[src/rtl/requester_node.sv]
// Requester node: turns one local command at a time into a request flit toward
// a complete node, then waits for the response flit or a timeout before completing locally.
module requester_node #(
    parameter int ADDR_WIDTH     = 64,
    parameter int DATA_WIDTH     = 32,
    parameter int REQ_FLIT_WIDTH = 8 + ADDR_WIDTH + DATA_WIDTH + DATA_WIDTH / 8,
    parameter int RSP_FLIT_WIDTH = 2 + DATA_WIDTH,
    parameter int TIMEOUT_CYCLES = 256
) (
    input  logic                      pclk,
    input  logic                      preset_n,
    input  logic                      cmd_valid,
    output logic                      cmd_ready,
    input  logic                      cmd_write,
    input  logic [ADDR_WIDTH-1:0]     cmd_addr,
    input  logic [DATA_WIDTH-1:0]     cmd_wdata,
    input  logic [DATA_WIDTH/8-1:0]   cmd_strb,
    input  logic [2:0]                cmd_prot,
    input  logic                      cmd_nse,
    output logic                      rn_valid,
    input  logic                      cn_ready,
    output logic [REQ_FLIT_WIDTH-1:0] icn_rxreq,
    input  logic [RSP_FLIT_WIDTH-1:0] icn_txrsp,
    output logic                      rsp_valid,
    output logic [DATA_WIDTH-1:0]     rsp_rdata,
    output logic                      rsp_err,
    output logic                      rsp_timeout
);

    localparam int STRB_WIDTH = DATA_WIDTH / 8;
    localparam int CNT_WIDTH  = $clog2(TIMEOUT_CYCLES);
    localparam logic [CNT_WIDTH-1:0] CNT_LAST = CNT_WIDTH'(TIMEOUT_CYCLES - 1);

    typedef enum logic [1:0] {
        ST_IDLE,
        ST_REQ,
        ST_WAIT,
        ST_RESP
    } state_t;

    state_t                    state_q,   state_d;
    logic [REQ_FLIT_WIDTH-1:0] flit_q,    flit_d;
    logic [CNT_WIDTH-1:0]      cnt_q,     cnt_d;
    logic [DATA_WIDTH-1:0]     rdata_q,   rdata_d;
    logic                      err_q,     err_d;
    logic                      timeout_q, timeout_d;

    logic                      cmd_accept;
    logic [DATA_WIDTH-1:0]     wdata_field;
    logic [STRB_WIDTH-1:0]     strb_field;
    logic [REQ_FLIT_WIDTH-1:0] cmd_flit;

    logic                      rsp_rvalid;
    logic                      rsp_slverr;
    logic [DATA_WIDTH-1:0]     rsp_data;

    // Reads carry no payload, so their data and strobe fields are forced to zero.
    assign wdata_field = cmd_write ? cmd_wdata : {DATA_WIDTH{1'b0}};
    assign strb_field  = cmd_write ? cmd_strb  : {STRB_WIDTH{1'b0}};
    assign cmd_flit    = {cmd_write, cmd_prot, cmd_nse, 3'b000, cmd_addr, wdata_field, strb_field};

    assign rsp_rvalid  = icn_txrsp[RSP_FLIT_WIDTH-1];
    assign rsp_slverr  = icn_txrsp[RSP_FLIT_WIDTH-2];
    assign rsp_data    = icn_txrsp[DATA_WIDTH-1:0];

    assign cmd_ready   = (state_q == ST_IDLE) && !preset_n;
    assign cmd_accept  = cmd_valid && cmd_ready;

    assign rn_valid    = (state_q == ST_REQ);
    assign rsp_valid   = (state_q == ST_RESP);
    assign icn_rxreq   = flit_q;
    assign rsp_rdata   = rdata_q;
    assign rsp_err     = err_q;
    assign rsp_timeout = timeout_q;

    always_comb begin
        // NOTE: every signal gets a hold value first so no path through the case infers a latch.
        state_d   = state_q;
        flit_d    = flit_q;
        cnt_d     = cnt_q;
        rdata_d   = rdata_q;
        err_d     = err_q;
        timeout_d = timeout_q;

        case (state_q)
            ST_IDLE: begin
                if (cmd_accept) begin
                    flit_d  = cmd_flit;
                    state_d = ST_REQ;
                end
            end

            ST_REQ: begin
                if (cn_ready) begin
                    cnt_d   = '0;
                    state_d = ST_WAIT;
                end
            end

            ST_WAIT: begin
                // A response arriving on the last counted cycle still beats the timeout.
                if (rsp_rvalid) begin
                    rdata_d   = rsp_data;
                    err_d     = rsp_slverr;
                    timeout_d = 1'b0;
                    state_d   = ST_RESP;
                end else if (cnt_q == CNT_LAST) begin
                    rdata_d   = '0;
                    err_d     = 1'b1;
                    timeout_d = 1'b1;
                    state_d   = ST_RESP;
                end else begin
                    cnt_d = cnt_q + CNT_WIDTH'(1);
                end
            end

            ST_RESP: begin
                state_d = ST_IDLE;
            end

            default: begin
                state_d = ST_IDLE;
            end
        endcase
    end

    // Reset is active-high despite the name; asserting it aborts any transaction in flight.
    always_ff @(posedge pclk or posedge preset_n) begin
        if (preset_n) begin
            state_q   <= ST_IDLE;
            flit_q    <= '0;
            cnt_q     <= '0;
            rdata_q   <= '0;
            err_q     <= 1'b0;
            timeout_q <= 1'b0;
        end else begin
            // NOTE: non-blocking updates so every flop samples the pre-edge value of its peers.
            state_q   <= state_d;
            flit_q    <= flit_d;
            cnt_q     <= cnt_d;
            rdata_q   <= rdata_d;
            err_q     <= err_d;
            timeout_q <= timeout_d;
        end
    end

endmodule
[config.mk]
export PLATFORM = sky130hd
export DESIGN_NAME = requester_node
export DESIGN_NICKNAME = d
export VERILOG_FILES = /design/src/rtl/requester_node.sv
export SDC_FILE = /design/constraint.sdc
export NUM_CORES = 1
export LEC_CHECK = 0
export CAP_MARGIN = 20
export CORE_ASPECT_RATIO = 0.9
export CORE_MARGIN = 10
export CORE_UTILIZATION = 40
export CTS_CLUSTER_SIZE = 10
export DETAILED_ROUTE_END_ITERATION = 7
export HOLD_SLACK_MARGIN = 0.05
export PLACE_DENSITY = 0.83
export SETUP_SLACK_MARGIN = 0.5
export SLEW_MARGIN = 0
export SYNTH_ARGS = -nofsm -noshare
export SYNTH_HDL_FRONTEND = slang
export SYNTH_SLANG_ARGS = --single-unit
[constraint.sdc]
create_clock -name pclk -period 6.6 [get_ports pclk]
set_input_delay 1.32 -clock pclk [delete_from_list [all_inputs] [get_ports pclk]]
set_output_delay 1.32 -clock pclk [all_outputs]
set_load 0.005 [all_outputs]
==> results of run 1 <==
## power breakdown
group	total, mW	internal (mW)	switching (mW)
logic	1.73	1.12	0.607
registers	1.59	1.34	0.242
clock network	0.987	0.616	0.371
total	4.30	3.08	1.22
## layout by cell type, fill, tap and decap left out, types with 4 or more instances in the layout
cell / count
sky130_fd_sc_hd__inv_1: 4
sky130_fd_sc_hd__nor2_1: 6
sky130_fd_sc_hd__dfrtp_1: 149
sky130_fd_sc_hd__mux2_2: 70
sky130_fd_sc_hd__o21ai_0: 42
sky130_fd_sc_hd__a22o_1: 33
sky130_fd_sc_hd__ha_1: 6
sky130_fd_sc_hd__clkdlybuf4s50_1: 284
sky130_fd_sc_hd__clkinvlp_4: 5
sky130_fd_sc_hd__clkbuf_16: 17
sky130_fd_sc_hd__nand2_1: 78
## stage by stage
step | instance area (sq um) | hold slack, ns
after floorplan | 5906 | 0.4654
after global placement | 8842 | 0.4605
after detailed placement | 8857 | 0.4699
after CTS | 9468 | 0.4832
after global routing | 9495 | 0.5078
final | 9495 | 0.4784
## kinds of logic (layout without fill, tap and decap cells)
logic type,after synthesis,after routing,synth area share
AO/OA/AOI/OAI,90,90,0.1044
adder cells (fa/ha/maj),6,6,0.01273
buffers and inverters,36,326,0.03585
flip-flops,149,149,0.6322
multiplexers,71,71,0.1353
other,1,3,0.0006358
AND/OR/NAND/NOR,105,105,0.07891
## registers in the layout, indices dropped and copies added, names as in the netlist
name         flops
icn_rxreq      105
rsp_rdata       32
cnt_q            8
state_q          2
rsp_err          1
rsp_timeout      1
## worst max-delay path, delay by kind of cell
family / cells / cell delay (ns)
AND/OR/NAND/NOR: 1 / 0.23
buffers and inverters: 2 / 1.05
## cell type report
| class | count | area, sq um |
|---|---|---|
| sequential | 149 | 3729 |
| fill | 1106 | 5114 |
| timing repair buffer | 289 | 2908 |
| clock buffer | 21 | 460.4 |
| tap | 198 | 247.7 |
| inverter | 5 | 23.77 |
| clock inverter | 11 | 150.1 |
| multi-input combinational | 275 | 1977 |
## worst max-delay path by stage
stage          startpoint                    to  slack [ns]  depth (start not counted)
3_5_place_dp     preset_n             cmd_ready        2.66                          3
3_3_place_gp     preset_n             cmd_ready        2.68                          3
6_report         preset_n             cmd_ready        2.68                          3
2_1_floorplan    preset_n  cnt_q[0]$_DFFE_PP0P_        1.27                          1
5_1_grt          preset_n             cmd_ready        2.63                          3
4_1_cts          preset_n             cmd_ready        2.66                          3
## layer usage
| metal | global-route usage | vias to the layer above | wire [um] |
|---|---|---|---|
| met3 | 0.07248 | 25 | 1662 |
| met1 | 0.2010 | 2233 | 7118 |
| li1 | - | 2150 | - |
| met2 | 0.2912 | 200 | 9024 |
| met4 | 0.05831 | 0 | 335 |
| met5 | 0 | - | 0 |
==> results.md, run 1 <==
Run status:
- The flow ran to the end, and the final reports show no timing, DRC or antenna violations.

CTS:
- The library cell used as clock root buffer is sky130_fd_sc_hd__clkbuf_16.
- The clock passes through at most 2 buffers.
- The clock net in this run drives a total of 149 sinks.
- Once the clock tree was built, the setup fixing pass inserted 0 buffers.
- Buffers inserted during clock tree synthesis total 17.
- In this run, post-CTS repair resized a total of 0 instances.
- TritonCTS built the clock tree.
- The number of H-tree levels is 4.
- After clock tree synthesis, the clock-pin slew on the worst setup and hold paths is 0.06 ns.
- For the worst-skew pair, the clock arrives at the later sink with an insertion delay of 0.41 ns.
- The number of hold-repair buffers added at the cts stage is 0.

Global routing:
- The number of global-route vias before repair came to 4897.
- The leftover overflow at the end of global routing is 0.
- Entering global routing, the biggest net connects 84 pins.
- The number of antenna violations at the first check in global routing is 0.
- The first-pass GRT wire length is 27930 um.
- For this run, the total global-route usage over all layers was measured as 0.1752.

Floorplan:
- For this configuration, the core starts out at a cell density of 0.4037.
- The core outline area is 14610 sq um.
- The floorplan step set the die width to 148 um.
- Measured along the y axis, the die boundary spans 135.2 um.
- The placement row count is 42.
- The count of boundary I/O pins is 288.
- The die covers 20010 sq um.

Routing:
- For this run, the detailed router's first-pass iteration total came to 6.
- The via count is 4608.
- The remaining antenna violation count is 0.
- The number of remaining DRC errors is 0.
- The via density per instance is 4.861.
- Summed over all layers, the routed wires come to 18140 um.
- The detailed router finished its first iteration with 203 violations.
- The routed length per placed instance is 19.14 um.

Hold path:
- The worst hold path passes through 2 cells.
- The classification of the worst-slack hold path is flip-flop to flip-flop.
- The capture endpoint of the worst hold path is icn_rxreq[24]$_DFFE_PP0P_.
- In this run the most critical hold path is launched from icn_rxreq[24]$_DFFE_PP0P_.

Final layout:
- The number of nets in the layout is 886.
- In the final layout, the share of cells above drive strength 1 is 0.1520.
- From synthesis to final layout, the design area changed by 60.99%.
- Measured on the finished design, the core utilization comes to 0.6500.
- 0 antenna diodes ended up in the layout.
- The number of cells in the finished layout apart from fillers is 948.

Critical path:
- The biggest cell delay along the critical path is 0.54 ns.
- The worst setup slack for register-to-register paths is 3.80 ns.
- The highest net fanout along the worst path is 3.
- The library cell contributing the largest single delay on the critical path is sky130_fd_sc_hd__clkdlybuf4s50_1.
- The cell depth of the worst flop-to-flop path is 6.
- The cell occurring most often along the worst timing path is sky130_fd_sc_hd__clkdlybuf4s50_1.
- The startpoint identified for the worst register-to-register timing path is state_q[0]$_DFFE_PP0P_.
- The signal on the critical path passes through clkdlybuf4s50_1 > nor2b_2 > clkdlybuf4s50_1.
- STA classifies the critical path startpoint as an input pin.
- The endpoint identified for the worst register-to-register timing path is icn_rxreq[43]$_DFFE_PP0P_.
- The critical path is of the input pin to primary output type.
- STA puts the critical path data required time at 5.28 ns.
- The capturing element type of the critical path is a primary output.
- For the worst setup path, the data arrival time is 2.60 ns.

Pwr:
- The maximum resistive drop on vdd is 0.2080 mV.
- The standby leakage power is 4.124 nW.
- For this design the ratio of total power to cell area is 453.3 nW/um^2.
- Overall power consumption after layout is estimated at 4.304 mW.

Yosys:
- Of the synthesized area, sequential elements account for 0.6322.
- The share of the synthesized area in the top cell type is 0.6322.
- The count of warnings emitted by yosys is 0.
- The post-synthesis async set-or-reset flop share is 1.000.
- The register bit count reported by yosys is 149.
- The number of synthesized flops with an enable pin is 0.
- The commonest cells after synthesis are 149 x sky130_fd_sc_hd__dfrtp_1, 79 x sky130_fd_sc_hd__nand2_1, 70 x sky130_fd_sc_hd__mux2_2.
- The most frequently used flop master after synthesis is sky130_fd_sc_hd__dfrtp_1.
- The post-synthesis area per instance is 12.88 sq um.
- After synthesis the cells add up to 5898 sq um.
- Yosys instantiated no cell more often than sky130_fd_sc_hd__dfrtp_1.
- The most area-hungry cell type in the Yosys netlist is sky130_fd_sc_hd__dfrtp_1.
- After technology mapping, the gate count stands at 458.
- Yosys mapped the design onto 37 distinct sky130hd cell types.
- In the post-synthesis netlist, the biggest area contributors are sky130_fd_sc_hd__dfrtp_1 63%, sky130_fd_sc_hd__mux2_2 13%, sky130_fd_sc_hd__nand2_1 5.0%.

Placed design:
- The post-place setup slack is 2.664 ns.
- After legalization and detailed placement, the total HPWL measured 13850 um.
- The placed instance count is 915.
- In this run the tool buffered the top-level ports with 284 buffer cells.
- The weighted congestion at the end of routability-driven global placement is 0.7559.

STA:
- The worst path meets setup with 2.677 ns of slack.
- The post-route clock skew is 0.007227 ns.
- After routing, the total negative slack on setup checks comes to 0 ns.
- The slew at the pin closest to its max-slew limit is 0.9453 ns.
- The number of pins with negative max-slew slack in the final report came to 0.
- Measured against its own limit, the worst slew margin works out to 0.3698.
- Static timing analysis puts the maximum clock frequency at 0.2549 GHz.
- For the finished layout, the period the worst path requires is 3.923 ns.
- The count of final setup violators is 0.
- The final count of hold timing violations is 0.
- The final clock period utilization by the worst path is 0.5944.
- Setup repair after global routing left no endpoint under its margin.

Job:
- Across the run, the number of max-cap violations was 0.
Power figures use the tool's default switching activity.
==> inputs of run 2 (changes only) <==
--- a/config.mk
+++ b/config.mk
@@ -8,11 +8,11 @@
 export CAP_MARGIN = 20
 export CORE_ASPECT_RATIO = 0.9
 export CORE_MARGIN = 10
-export CORE_UTILIZATION = 40
+export CORE_UTILIZATION = 37
 export CTS_CLUSTER_SIZE = 10
 export DETAILED_ROUTE_END_ITERATION = 7
 export HOLD_SLACK_MARGIN = 0.05
-export PLACE_DENSITY = 0.83
+export PLACE_DENSITY = 0.81
 export SETUP_SLACK_MARGIN = 0.5
 export SLEW_MARGIN = 0
 export SYNTH_ARGS = -nofsm -noshare
==> constraint.sdc (replaced) <==
create_clock -name pclk -period 3.2 [get_ports pclk]
set_input_delay 0.64 -clock pclk [delete_from_list [all_inputs] [get_ports pclk]]
set_output_delay 0.64 -clock pclk [all_outputs]
set_load 0.005 [all_outputs]
==> run 2 against run 1 <==
Compared with the run above: total power is 100% higher; setup slack got worse by 2.0 ns; critical path depth up 1; largest cell class unchanged; largest power group unchanged; first-iteration DRC count decreased by 31%.
==> results.md, run 2 (synthesis results as in run 1) <==
CTS:
- The CTS buffer count came to 17 (unchanged).
- The clock slew at the register clock pins of the worst setup and hold paths is 0.07 ns (about the same).
- The total number of clock tree sinks came to 149 (unchanged).
- The number of H-tree levels is 4 (unchanged).
- The library cell used as clock root buffer is sky130_fd_sc_hd__clkbuf_16.
- TritonCTS built the clock tree.
- The clock latency on the worst-skew pair is 0.41 ns (about the same).
- The post-cts repair resize count is 0 (unchanged).
- The post-CTS repair timing setup buffer count was 0 (unchanged).
- The maximum clock insertion buffer count is 2 (unchanged).
- The number of hold-repair buffers added at the cts stage came to 0 (unchanged).

Final layout:
- The fill cell total of the finished layout is 1187 (+7.3%).
- In the layout the commonest cells are 284 x sky130_fd_sc_hd__clkdlybuf4s50_1, 149 x sky130_fd_sc_hd__dfrtp_1, 78 x sky130_fd_sc_hd__nand2_1, 70 x sky130_fd_sc_hd__mux2_2, 42 x sky130_fd_sc_hd__o21ai_0.
- The share of cells above drive strength 1 is 0.1589 (+0.006940).
- The number of flip-flops under the largest register name was 105 (unchanged).
- The number of nets in the layout was 891 (+0.56%).
- The most common cell after layout, fill and taps aside is sky130_fd_sc_hd__clkdlybuf4s50_1.
- The area growth from synthesis to layout is 61.79%.
- The share of the core filled with cells came to 0.6137 (-0.03622).
- The antenna diode count is 0 (unchanged).

Routing:
- The count of TritonRoute iterations in the first routing pass is 4 (-2).
- The routed length per placed instance is 19.07 um (-0.36%).
- The number of violations reported at the end of detailed-routing iteration 0 is 140 (-31%).
- The number of remaining DRC errors is 0 (unchanged).
- The wire length reported by the detailed router is 18250 um (+0.58%).
- The via count was 4560 (-1.0%).
- The via density per instance is 4.765 (-2.0%).
- The remaining antenna violation count is 0 (unchanged).

STA:
- The number of pins with negative max-slew slack in the final report is 0 (unchanged).
- The tightest slew margin relative to the limit is 0.4846 (+0.1149).
- The count of final setup violators was 0 (unchanged).
- The final hold slack was 0.4767 ns (-0.001692 ns).
- Timing would allow up to 0.3950 GHz.
- Setup repair after global routing left no endpoint under its margin.
- The final sum of negative setup slack is 0 ns (unchanged).
- The post-route clock skew came to 0.01448 ns (+0.007257 ns).
- The final clock period utilization by the worst path is 0.7912.
- The final worst setup slack is 0.6682 ns (-2.009 ns).
- The final count of hold timing violations came to 0 (unchanged).
- The minimum period implied by the final worst setup slack is 2.532 ns.
- The slew at the pin closest to its max-slew limit came to 0.7714 ns (-0.1739 ns).

Global routing:
- The leftover overflow at the end of global routing is 0 (unchanged).
- The number of global-route vias before repair is 4901 (+0.082%).
- The number of antenna violations at the first check in global routing is 0 (unchanged).
- The pin count of the biggest net entering global routing is 67 (-20%).
- The overall routing resource usage is 0.1666 (-0.008579).
- The first-pass GRT wire length is 28270 um (+1.2%).

Critical path:
- The critical path in this run is classified as flip-flop to primary output.
- The required time of the worst setup path was 2.56 ns (-2.72 ns).
- The worst setup slack for register-to-register paths is 1.15 ns (-2.65 ns).
- The worst path arrival time is 1.89 ns (-0.71 ns).
- The highest net fanout along the worst path is 4 (+1).
- The cell depth of the worst flop-to-flop path was 6 (unchanged).
- The capturing point of the worst reg2reg path is state_q[1]$_DFFE_PP0P_.
- The last element of the critical path is cmd_ready.
- STA classifies the critical path endpoint as a primary output.
- In this run the worst setup path begins at state_q[1]$_DFFE_PP0P_.
- The launch instance of the worst register-to-register path is state_q[0]$_DFFE_PP0P_.
- The worst setup path is launched from a flip-flop.

Floorplan:
- The floorplan die width is 153.1 um (+3.4%).
- The count of boundary I/O pins is 288 (unchanged).
- The vertical die dimension is 139.8 um (+3.4%).
- The die outline area is 21400 sq um (+6.9%).
- The placement row count is 43 (+2.4%).
- The effective utilization at floorplan is 0.3793 (-0.02440).
- The core outline area is 15550 sq um (+6.4%).

Placed design:
- The post-place setup slack is 0.6904 ns (-1.973 ns).
- The half-perimeter wire length of the detailed placement result is 14390 um (+3.9%).
- The weighted congestion at the end of routability-driven global placement is 0.8319 (+10%).
- The quantity of I/O buffers inserted on ports is 284 (unchanged).

Pwr:
- The maximum resistive drop on vdd was 0.5312 mV (+160%).
- The logic gate share of total power came to 0.405 (+0.003).
- The standby leakage power is 4.149 nW (+0.59%).
- The design internal power was 6.267 mW (+100%).
- The switching component of the power was 2.503 mW (+110%).
- The power share of the sequential group is 0.372 (+0.004).
- The power per cell area came to 919.0 nW/um^2 (+100%).
- The clock network fraction of total power is 0.224 (-0.005).
- The switching share of total power was 0.2854 (+0.001899).
- The total power after layout is 8.770 mW (+100%).

Run status:
- The run finished with clean final reports.

Job:
- The number of max-capacitance violations reported is 0 (unchanged).

Hold path:
- The worst hold path belongs to the class flip-flop to flip-flop.
-- run 2: cell types whose count changed in the layout (fill, tap and decap cells not counted), sizes merged --
cell / change
buf: +5
clkinv: +3
clkbuf: -2
bufinv: -1
-- run 2: how the worst min path moves through the flow --
| stage | from | endpoint | cells past startpoint | slack, ns |
|---|---|---|---|---|
| floorplan | cnt_q[7]$_DFFE_PP0P_ | cnt_q[7]$_DFFE_PP0P_ | 1 | 0.47 |
| global placement | icn_rxreq[16]$_DFFE_PP0P_ | icn_rxreq[16]$_DFFE_PP0P_ | 2 | 0.46 |
| detailed placement | icn_rxreq[3]$_DFFE_PP0P_ | icn_rxreq[3]$_DFFE_PP0P_ | 2 | 0.47 |
| CTS | icn_rxreq[3]$_DFFE_PP0P_ | icn_rxreq[3]$_DFFE_PP0P_ | 2 | 0.49 |
| global route | rsp_rdata[8]$_DFFE_PP0P_ | rsp_rdata[8]$_DFFE_PP0P_ | 1 | 0.51 |
| finish | icn_rxreq[23]$_DFFE_PP0P_ | icn_rxreq[23]$_DFFE_PP0P_ | 2 | 0.48 |
-- run 2: layout make-up --
cell class	instances	area, sq um	share of cell area
repair buffers	294	2968	0.3110
flip-flops and latches	149	3729	0.3907
well taps	202	252.7	0.02648
clock inverters	13	151.4	0.01586
clock buffers	19	442.9	0.04641
multi-input cells	275	1977	0.2072
inverters	5	22.52	0.002360
-- run 2: power groups by stage --
stage / logic, mW / clock network [mW] / registers (mW)
global placement: 3.51 / 0 / 3.23
CTS: 3.64 / 2.01 / 3.26
detailed placement: 3.62 / 0 / 3.29
global route: 3.84 / 2.12 / 3.37
floorplan: 1.18 / 0 / 3.31
finish: 3.55 / 1.96 / 3.26
-- run 2: critical path: stages (launching register included) --
cell                              delay [ns]
sky130_fd_sc_hd__dfrtp_1                0.42
sky130_fd_sc_hd__inv_1                  0.13
sky130_fd_sc_hd__ha_1                   0.18
sky130_fd_sc_hd__nor2b_2                0.21
sky130_fd_sc_hd__clkdlybuf4s50_1        0.54
-- run 2: through the flow --
stage                     instance area, sq um  std cells
after floorplan                           5909        460
after global placement                    8949        925
after detailed placement                  8949        925
after CTS                                 9543        957
after global routing                      9543        957
final                                     9543        957
-- run 2: layer usage --
metal,vias to the layer above,part of all wire,routed length [um],GRT usage
met5,-,0,0,0
met4,0,0.014,257,0.04865
met3,17,0.082,1500,0.06778
met1,2204,0.37,6731,0.1750
li1,2167,-,-,-
met2,172,0.53,9756,0.2987
==> inputs of run 3 (changes only) <==
==> constraint.sdc (replaced) <==
create_clock -name pclk -period 2.3 [get_ports pclk]
set_input_delay 0.46 -clock pclk [delete_from_list [all_inputs] [get_ports pclk]]
set_output_delay 0.46 -clock pclk [all_outputs]
set_load 0.005 [all_outputs]
==> run 3 against run 2 <==
Compared with the run above: sequential power up 39%; non-clock buffer count grew 16; register-to-register slack got worse by 0.70 ns; sequential cell count stayed put; final cell count increased by 1.8%; critical path type is now flip-flop to flip-flop; critical endpoint is now cnt_q[5]$_DFFE_PP0P_.
==> results.md, run 3 (synthesis results as in run 1) <==
Pwr:
- The power per cell area is 1269 nW/um^2 (+38%).
- The standby leakage power came to 4.661 nW (+12%).
- The maximum resistive drop on vdd is 0.6995 mV (+32%).
- The switching share of total power is 0.2886 (+0.003237).
- The switching component of the power is 3.611 mW (+44%).
- The clock network fraction of total power was 0.232 (+0.008).
- The power share of the sequential group is 0.362 (-0.010).
- The logic gate share of total power came to 0.406 (about the same).
- The design internal power is 8.901 mW (+42%).

Routing:
- The routed length per placed instance was 19.45 um (+2.0%).
- The remaining antenna violation count is 0 (unchanged).
- The wire length reported by the detailed router came to 18950 um (+3.8%).
- The count of TritonRoute iterations in the first routing pass came to 5 (+1).
- The number of violations reported at the end of detailed-routing iteration 0 is 200 (+43%).
- The via count is 4710 (+3.3%).
- The number of remaining DRC errors is 0 (unchanged).
- The via density per instance is 4.836 (+1.5%).

STA:
- The tightest slew margin relative to the limit is 0.5894 (+0.1047).
- Setup repair after global routing could not meet its margin everywhere.
- The final sum of negative setup slack is 0 ns (unchanged).
- The count of final setup violators was 0 (unchanged).
- The final count of hold timing violations is 0 (unchanged).
- Of the available clock period, the critical path in the final layout requires 0.8028.
- The post-route clock skew came to 0.008035 ns (-0.006449 ns).
- The final hold slack was 0.4779 ns (+0.001235 ns).
- The worst path needs 1.846 ns of the cycle, external delays included.
- The slew at the pin closest to its max-slew limit is 0.6132 ns (-0.1582 ns).
- Timing would allow up to 0.5416 GHz.
- The number of pins with negative max-slew slack in the final report is 0 (unchanged).

Floorplan:
- The core outline area is 15550 sq um (unchanged).
- The placement row count is 43 (unchanged).
- The effective utilization at floorplan was 0.3793 (unchanged).
- The floorplan die width came to 153.1 um (unchanged).
- The vertical die dimension is 139.8 um (unchanged).
- The count of boundary I/O pins came to 288 (unchanged).
- The die outline area is 21400 sq um (unchanged).

Global routing:
- The number of antenna violations at the first check in global routing came to 1 (+1).
- The number of global-route vias before repair came to 4988 (+1.8%).
- The first-pass GRT wire length was 29040 um (+2.7%).
- The pin count of the biggest net entering global routing is 44 (-34%).
- The overall routing resource usage was 0.1690 (+0.002450).
- The leftover overflow at the end of global routing is 0 (unchanged).

Critical path:
- The highest net fanout along the worst path came to 8 (+4).
- The required time of the worst setup path came to 2.57 ns (about the same).
- The largest individual stage delay along the critical path comes from the cell sky130_fd_sc_hd__dfrtp_1.
- STA classifies the critical path endpoint as a flip-flop.
- The count of buffer and inverter cells on the critical path is 2 (unchanged).
- The critical path startpoint category is a flip-flop.
- The biggest cell delay along the critical path is 0.39 ns (-0.15 ns).
- The critical path's top delay family is compound AO/OA/AOI/OAI gates.
- The worst path arrival time is 2.12 ns (+0.23 ns).
- Traced cell by cell, the critical path runs through buf_4 > buf_6 > ha_4 > nand2b_4 > o211ai_1 > o31ai_1 > o21ai_0.
- The critical path in this run is classified as flip-flop to flip-flop.

Final layout:
- The number of flip-flops under the largest register name was 105 (unchanged).
- The most common cell after layout, fill and taps aside is sky130_fd_sc_hd__clkdlybuf4s50_1.
- The library cells used most frequently in the layout, excluding fill and tap cells, are 242 x sky130_fd_sc_hd__clkdlybuf4s50_1, 149 x sky130_fd_sc_hd__dfrtp_1, 78 x sky130_fd_sc_hd__nand2_1, 70 x sky130_fd_sc_hd__mux2_2, 42 x sky130_fd_sc_hd__o21ai_0.
- The share of cells above drive strength 1 is 0.1920 (+0.03302).
- The number of cells in the finished layout apart from fillers is 974 (+1.8%).
- The number of nets in the layout is 907 (+1.8%).
- Compared with the post-synthesis result, the final layout area differs by 67.14%.

CTS:
- TritonCTS built the clock tree.
- The CTS buffer count came to 17 (unchanged).
- The maximum clock insertion buffer count is 2 (unchanged).
- The number of H-tree levels is 4 (unchanged).
- The tree is rooted in a sky130_fd_sc_hd__clkbuf_16.
- The clock slew at the register clock pins of the worst setup and hold paths is 0.06 ns (about the same).
- The clock latency on the worst-skew pair is 0.41 ns (about the same).
- The number of hold-repair buffers added at the cts stage was 0 (unchanged).
- The total number of clock tree sinks is 149 (unchanged).

Placed design:
- The weighted congestion at the end of routability-driven global placement is 0.8085 (-2.8%).
- The half-perimeter wire length of the detailed placement result came to 14410 um (+0.13%).
- The quantity of I/O buffers inserted on ports is 284 (unchanged).
- The placed instance count came to 931 (+0.65%).

Job:
- The number of max-capacitance violations reported is 0 (unchanged).

Hold path:
- The classification of the worst-slack hold path is flip-flop to flip-flop.

Run status:
- The flow ran to the end, and the final reports show no timing, DRC or antenna violations.
-- run 3: changes by cell type in the layout (fill, tap and decap cells not counted), moves of 4 or more --
cell                              delta
sky130_fd_sc_hd__clkdlybuf4s50_1    -42
sky130_fd_sc_hd__buf_4              +11
sky130_fd_sc_hd__ha_1                -4
sky130_fd_sc_hd__buf_6               +5
sky130_fd_sc_hd__dlygate4sd2_1      +10
sky130_fd_sc_hd__ha_4                +4
sky130_fd_sc_hd__dlymetal6s2s_1     +29
-- run 3: final timing paths --
check,start,cells past startpoint,slack (ns),endpoint
max in group asynchronous,preset_n,4,1.13,icn_rxreq[31]$_DFFE_PP0P_
worst max-delay path,state_q[0]$_DFFE_PP0P_,7,0.45,cnt_q[5]$_DFFE_PP0P_
worst max register to register,state_q[0]$_DFFE_PP0P_,7,0.45,cnt_q[5]$_DFFE_PP0P_
worst min-delay path,icn_rxreq[29]$_DFFE_PP0P_,2,0.48,icn_rxreq[29]$_DFFE_PP0P_
worst min register to register,icn_rxreq[29]$_DFFE_PP0P_,2,0.48,icn_rxreq[29]$_DFFE_PP0P_
min in group asynchronous,preset_n,3,0.60,rsp_rdata[1]$_DFFE_PP0P_
-- run 3: per-layer routing --
layer,global-route usage,wire [um],share of wire,vias up
met5,0,0,0,-
met4,0.05617,315,0.017,0
met3,0.06038,1383,0.073,22
met2,0.2989,10180,0.54,187
met1,0.1837,7073,0.37,2306
li1,-,-,-,2195
-- run 3: power by group through the flow --
stage               combinational, mW  clock (mW)  sequential [mW]
finish                           5.08        2.90             4.53
global route                     5.48        3.08             4.67
CTS                              5.05        2.95             4.54
detailed placement               5.04           0             4.58
global placement                 4.93           0             4.49
floorplan                        1.65           0             4.60
-- run 3: tightest hold or removal path: cells and delay by family, from the launching register on --
family / cells / cell delay, ns
AND/OR/NAND/NOR: 1 / 0.05
flip-flops: 1 / 0.34
AO/OA/AOI/OAI: 1 / 0.06
-- run 3: what timing repair did --
item                                    4_1_cts  5_1_grt
pin swaps                                     0        5
gates resized for setup                      27       43
buffers inserted                              3        7
endpoints found under the setup margin       47      119
-- run 3: through the flow --
stage / util / cell area [sq um] / setup WS [ns] / total power, mW
after floorplan: - / 5909 / -0.03498 / 6.250
after global placement: 0.5800 / 9019 / 0.2072 / 9.418
after detailed placement: 0.5800 / 9019 / 0.1995 / 9.621
after CTS: 0.6211 / 9657 / 0.4015 / 12.54
after global routing: 0.6340 / 9858 / 0.4289 / 13.23
final: 0.6340 / 9858 / 0.4536 / 12.51
-- run 3: layout make-up --
cell class	count	area (sq um)
tap	202	252.7
multi-input combinational	275	2046
clock inverter	13	171.4
sequential	149	3729
antenna	1	2.502
inverter	5	22.52
clock buffer	19	452.9
fill	1161	5690
timing repair buffer	310	3182
